### config.mk
export PLATFORM = sky130hd
export DESIGN_NAME = sm3_expnd_core
export DESIGN_NICKNAME = d
export VERILOG_FILES = /design/src/rtl/sm3_expnd_core.sv
export SDC_FILE = /design/constraint.sdc
export NUM_CORES = 1
export LEC_CHECK = 0
export CAP_MARGIN = 20
export CELL_PAD_IN_SITES_DETAIL_PLACEMENT = 1
export CELL_PAD_IN_SITES_GLOBAL_PLACEMENT = 2
export CORE_MARGIN = 3
export CORE_UTILIZATION = 34
export CTS_CLUSTER_SIZE = 14
export DETAILED_ROUTE_END_ITERATION = 12
export PLACE_DENSITY_LB_ADDON = 0.1
export RECOVER_POWER = 25
export SYNTH_ARGS = -nofsm -noshare
export SYNTH_HDL_FRONTEND = slang
export SYNTH_SLANG_ARGS = --single-unit
### constraint.sdc
create_clock -name clk -period 8.8 [get_ports clk]
set_clock_uncertainty 0.15 [all_clocks]
set_input_delay 0.88 -clock clk [delete_from_list [all_inputs] [get_ports clk]]
set_output_delay 0.88 -clock clk [all_outputs]
set_load 0.02 [all_outputs]
### src/rtl/sm3_expnd_core.sv
// SM3 message expansion: loads one 512-bit block and streams 64 rounds
// of Wj, W'j and rotated Tj from a 16-word sliding window.
//
// Ports:
//   clk, rst              clock, synchronous active-high reset
//   blk_vld_i/blk_rdy_o   block handshake, blk_data_i = W0..W15 (W0 in MSBs)
//   rnd_vld_o/rnd_rdy_i   round handshake
//   rnd_idx_o, rnd_last_o round index j and j==63 flag
//   cmprss_round_sm_16_o  j < 16
//   tj_o, wj_o, wjj_o     Tj<<<(j mod 32), Wj, Wj^Wj+4
module sm3_expnd_core #(
  parameter bit BYTE_SWAP = 1'b0
) (
  input  logic         clk,
  input  logic         rst,
  input  logic         blk_vld_i,
  output logic         blk_rdy_o,
  input  logic [511:0] blk_data_i,
  output logic         rnd_vld_o,
  input  logic         rnd_rdy_i,
  output logic [5:0]   rnd_idx_o,
  output logic         rnd_last_o,
  output logic         cmprss_round_sm_16_o,
  output logic [31:0]  tj_o,
  output logic [31:0]  wj_o,
  output logic [31:0]  wjj_o
);

  typedef enum logic {
    IDLE,
    RUN
  } state_t;

  localparam logic [31:0] T_LO = 32'h79cc4519;
  localparam logic [31:0] T_HI = 32'h7a879d8a;

  state_t      state_q;
  state_t      state_d;
  logic [31:0] win_q [16];
  logic [5:0]  j_q;
  logic        blk_hs;
  logic        rnd_hs;
  logic        j_end;
  logic [31:0] mix;
  logic [31:0] p1_mix;
  logic [31:0] w_new;
  logic [31:0] t_base;

  function automatic logic [31:0] rotl(
    input logic [31:0] x,
    input logic [4:0]  n
  );
    logic [63:0] t;
    t = {x, x} << n;
    return t[63:32];
  endfunction

  function automatic logic [31:0] bswap(input logic [31:0] x);
    return {x[7:0], x[15:8], x[23:16], x[31:24]};
  endfunction

  function automatic logic [31:0] load_word(
    input logic [511:0] d,
    input int           i
  );
    logic [31:0] w;
    w = d[511-32*i -: 32];
    return BYTE_SWAP ? bswap(w) : w;
  endfunction

  assign blk_hs = blk_vld_i && (state_q == IDLE);
  assign rnd_hs = rnd_vld_o && rnd_rdy_i;
  assign j_end  = (j_q == 6'd63);

  // Window holds Wj..Wj+15, so the new word is Wj+16.
  assign mix    = win_q[0] ^ win_q[7] ^ rotl(win_q[13], 5'd15);
  assign p1_mix = mix ^ rotl(mix, 5'd15) ^ rotl(mix, 5'd23);
  assign w_new  = p1_mix ^ rotl(win_q[3], 5'd7) ^ win_q[10];

  always_comb begin
    state_d   = state_q;
    blk_rdy_o = 1'b0;
    rnd_vld_o = 1'b0;
    unique case (state_q)
      IDLE: begin
        blk_rdy_o = 1'b1;
        if (blk_vld_i) state_d = RUN;
      end
      RUN: begin
        rnd_vld_o = 1'b1;
        if (rnd_rdy_i && j_end) state_d = IDLE;
      end
      default: state_d = IDLE;
    endcase
  end

  always_ff @(posedge clk) begin
    if (rst) begin
      state_q <= IDLE;
      j_q     <= '0;
      for (int i = 0; i < 16; i++) win_q[i] <= '0;
    end else begin
      state_q <= state_d;
      if (blk_hs) begin
        j_q <= '0;
        for (int i = 0; i < 16; i++) win_q[i] <= load_word(blk_data_i, i);
      end else if (rnd_hs) begin
        if (j_end) begin
          j_q <= '0;
        end else begin
          j_q <= j_q + 6'd1;
          for (int i = 0; i < 15; i++) win_q[i] <= win_q[i+1];
          win_q[15] <= w_new;
        end
      end
    end
  end

  assign t_base               = (j_q < 6'd16) ? T_LO : T_HI;
  assign tj_o                 = rotl(t_base, j_q[4:0]);
  assign wj_o                 = win_q[0];
  assign wjj_o                = win_q[0] ^ win_q[4];
  assign rnd_idx_o            = j_q;
  assign rnd_last_o           = (state_q == RUN) && j_end;
  assign cmprss_round_sm_16_o = (j_q < 6'd16);

endmodule

==> results.md <==
## Run status
- **result of the run** finished, violations left
- **failing checks** max-capacitance violations, max-slew violations

## Critical path
- **Max stage delay on crit path** 2720 ps
- **Top delay family on crit path** buffers and inverters
- **reg-to-reg slack, setup** 2330 ps
- **slowest cell on the critical path** sky130_fd_sc_hd__clkbuf_2
- **category of the worst setup path capture point** flop
- **number of cell instances on the worst register-to-register path** 8
- **critical path required time** 9130 ps
- **critical path launch point type** flop
- **worst reg2reg path startpoint** rnd_idx_o[1]
- **ordered cell list for the critical path** buf_4 > ha_1 > nand4_1 > nand3_1 > nor2_1 > clkbuf_2 > buf_4 > a22o_1
- **Worst Path Arrival** 6800 ps
- **number of buffer and inverter stages on the critical path** 3
- **category of the most critical setup path** reg2reg
- **Critical R2R Capture** win_q[10][6]
- **most frequent cell on the critical path** sky130_fd_sc_hd__buf_4
- **largest fanout on the critical path** 187

## CTS
- **CTS max path bufs** 3
- **post-cts sizing count** 0
- **clock transition at the registers of the reported paths** 60 ps
- **setup fix buffers added after clock tree synthesis** 0
- **buffer cell driving the clock tree root** sky130_fd_sc_hd__clkbuf_16
- **TritonCTS clock tree** yes
- **H-tree levels** 2
- **insertion delay to the later sink of the worst-skew pair** 620 ps
- **total CTS buffers** 59
- **sinks on the clock net** 519
- **CTS hold repair buffers** 0

## Worst hold path
- **worst hold path startpoint** win_q[8][25]
- **depth of the worst hold-timing path** 1
- **Tightest Hold Check Type** reg2reg
- **hold endpoint** win_q[7][25]

## Logic synthesis
- **number of cells produced by synthesis** 1743
- **number of flip-flops and latches in the synthesized netlist** 519
- **distinct cell type count after synthesis** 64
- **Post-synth EDFFs** 512
- **largest family of logic cells by synthesized area** compound AO/OA/AOI/OAI gates
- **share of synthesized area occupied by flip-flops and latches** 62.8%
- **library cell with the highest instance count after synthesis** sky130_fd_sc_hd__a22o_1
- **post-synthesis async set-or-reset flop share** 0%
- **syn_nets** 2262
- **Yosys warnings** 0
- **mux share of post-synthesis cell area** 0.451%
- **per-instance average area after synthesis** 14.2 sq um
- **largest area contributor in the synthesized netlist** sky130_fd_sc_hd__edfxtp_1
- **most used flip-flop cell after synthesis** sky130_fd_sc_hd__edfxtp_1
- **share of Yosys cell area claimed by the top area cell type** 62.2%
- **fraction of synthesized cell area in xor and xnor cells** 8.30%
- **adder and majority gate portion of the synthesized area** 0.152%
- **combined area of all synthesized cells** 24700 sq um
- **Post-Synth Simple-Gate Area** 2.78%
- **Synth area leaders** sky130_fd_sc_hd__edfxtp_1 (62%), sky130_fd_sc_hd__a22o_1 (18%), sky130_fd_sc_hd__xnor2_1 (4.8%)
- **complex-gate fraction of the synthesized area** 22.2%
- **commonest cells in the netlist** sky130_fd_sc_hd__a22o_1 (516), sky130_fd_sc_hd__edfxtp_1 (512), sky130_fd_sc_hd__xnor2_1 (136), sky130_fd_sc_hd__xor2_1 (98), sky130_fd_sc_hd__buf_2 (74)

## Power and ir drop
- **Switching Share** 28.4%
- **total power divided by cell area** 214 nW/um^2
- **Switching Power** 2050 uW
- **Tot Pwr** 7210 uW
- **relative contribution of combinational cells to total power** 19.6%
- **leakage component of the power** 0.0125 uW
- **clock share of power** 36.1%
- **maximum VDD drop** 0.158 mV
- **Sequential Power Share** 44.4%
- **internal power** 5160 uW

## Floorplan
- **area of the core** 71700 sq um
- **area of the die** 75900 sq um
- **cell row count** 98
- **die width** 276 microns
- **count of pins on the block boundary** 622
- **Starting Density** 34.4%
- **vertical die dimension** 276 microns

## GRT
- **pin count of the biggest net entering global routing** 235
- **number of antenna violations at the first check in global routing** 41
- **total congestion overflow after global routing** 0
- **global-route wire length before repair** 138000 microns
- **number of global-route vias before repair** 18400
- **total global routing track utilization** 25.9%

## Cells and area
- **nets** 2807
- **final instance count without filler cells** 3316
- **Area growth syn-to-layout** 36.2%
- **ratio of cells with drive above 1 in the final layout** 5.26%
- **Filler Cell Count** 7161

## Timing
- **endpoints failing setup** 0
- **accumulated negative setup slack** 0 ps
- **Final period util** 73.5%
- **fin. max-slew vios** 428
- **worst relative slew slack** -234%
- **final critical path time including I/O delays and setup** 6470 ps
- **Final Hold Viols** 0
- **unrepaired setup endpoints after global routing** false
- **worst slew pin tran** 5010 ps
- **maximum clock rate** 0.155 GHz

## Place
- **sum of net half-perimeters after detailed placement** 76100 microns
- **weighted congestion reported at the end of routability-driven placement** 0.855
- **instance count after placement with tap cells included** 3176
- **port bufs** 621

## Detailed routing
- **routed vias** 18100
- **starting DRC count in detailed routing** 1954
- **number of search-and-repair iterations in the first detailed-routing pass** 5
- **total wirelength of the detailed-routed design** 103000 microns
- **Antenna Violating Nets Remaining** 0
- **number of vias per cell** 5.46
- **drt wl/cell** 31.0 microns
- **final routed DRC violation total** 0

## Flow run
- **MaxCap Viol Count** 3

-- per-stage QoR --
step	instance area, sq um	setup slack [ps]	hold WS, ps	util (%)
5_1_grt	33600	1850	380	46.8
4_1_cts	33600	3600	350	46.8
2_1_floorplan	24700	1380	362	-
6_report	33600	2330	361	46.9
3_3_place_gp	31600	4400	364	44.0
3_5_place_dp	31600	4270	370	44.0
-- cells by family after synthesis --
family / Yosys count
compound gates: 663
flops: 519
xor+xnor: 234
buf+inv: 168
simple gates: 145
mux: 11
fa+ha+maj: 3
-- power groups by stage --
| stage | sequential, uW | combinational (uW) | clock [uW] |
|---|---|---|---|
| 2_1_floorplan | 3170 | 654 | 0 |
| 3_3_place_gp | 3230 | 1390 | 0 |
| 3_5_place_dp | 3240 | 1390 | 0 |
| 4_1_cts | 3190 | 1400 | 2650 |
| 5_1_grt | 3220 | 1470 | 2750 |
| 6_report | 3200 | 1410 | 2600 |
-- cell usage in the layout, fill, tap and decap left out, drive strengths merged, types with 4 or more instances in the layout --
| cell | instances |
|---|---|
| o221ai | 4 |
| a31oi | 9 |
| bufinv | 10 |
| a21o | 4 |
| a21oi | 33 |
| a221oi | 11 |
| clkbuf | 77 |
| mux2i | 10 |
| xor2 | 98 |
| clkdlybuf4s50 | 588 |
| a211oi | 4 |
| diode | 29 |
| o22ai | 8 |
| o211ai | 6 |
| edfxtp | 512 |
| nor2b | 9 |
| nand2b | 8 |
| nand2 | 47 |
| nand3 | 12 |
| or3 | 4 |
| inv | 6 |
| a22oi | 6 |
| a22o | 516 |
| o21ai | 40 |
| dlygate4sd3 | 33 |
| buf | 20 |
| dfxtp | 7 |
| clkinv | 26 |
| nor2 | 48 |
| xnor2 | 136 |
-- layout make-up --
type	count	area [sq um]	share of cell area, %
clock buffers	75	1570	4.66
flip-flops and latches	519	15500	46.1
multi-input cells	1056	8370	24.9
clock inverters	35	457	1.36
diodes	29	72.6	0.216
inverters	9	38.8	0.115
repair buffers	643	6420	19.1
well taps	950	1190	3.53
-- registers in the layout (all words and copies together), names as in the netlist --
register,cells
rnd_idx_o,6
state_q,1
win_q,512
-- layer usage --
metal  up-vias  global-route usage [%]  wire, microns
met5         -                       0            197
met4        30                    8.50           3170
met3       139                    7.49           8810
met2       681                    40.1          47100
met1      9135                    34.9          43400
li1       8107                       -              -
-- how the worst max path moves through the flow --
stage,startpoint,to,cells past startpoint
2_1_floorplan,blk_vld_i,win_q[1][0],4
3_3_place_gp,rnd_idx_o[1],tj_o[15],9
3_5_place_dp,rnd_idx_o[1],tj_o[15],9
4_1_cts,rnd_idx_o[1],tj_o[15],9
5_1_grt,rnd_idx_o[1],win_q[1][31],8
6_report,rnd_idx_o[1],win_q[10][6],8
No activity file was read; power rests on OpenSTA's default activity.
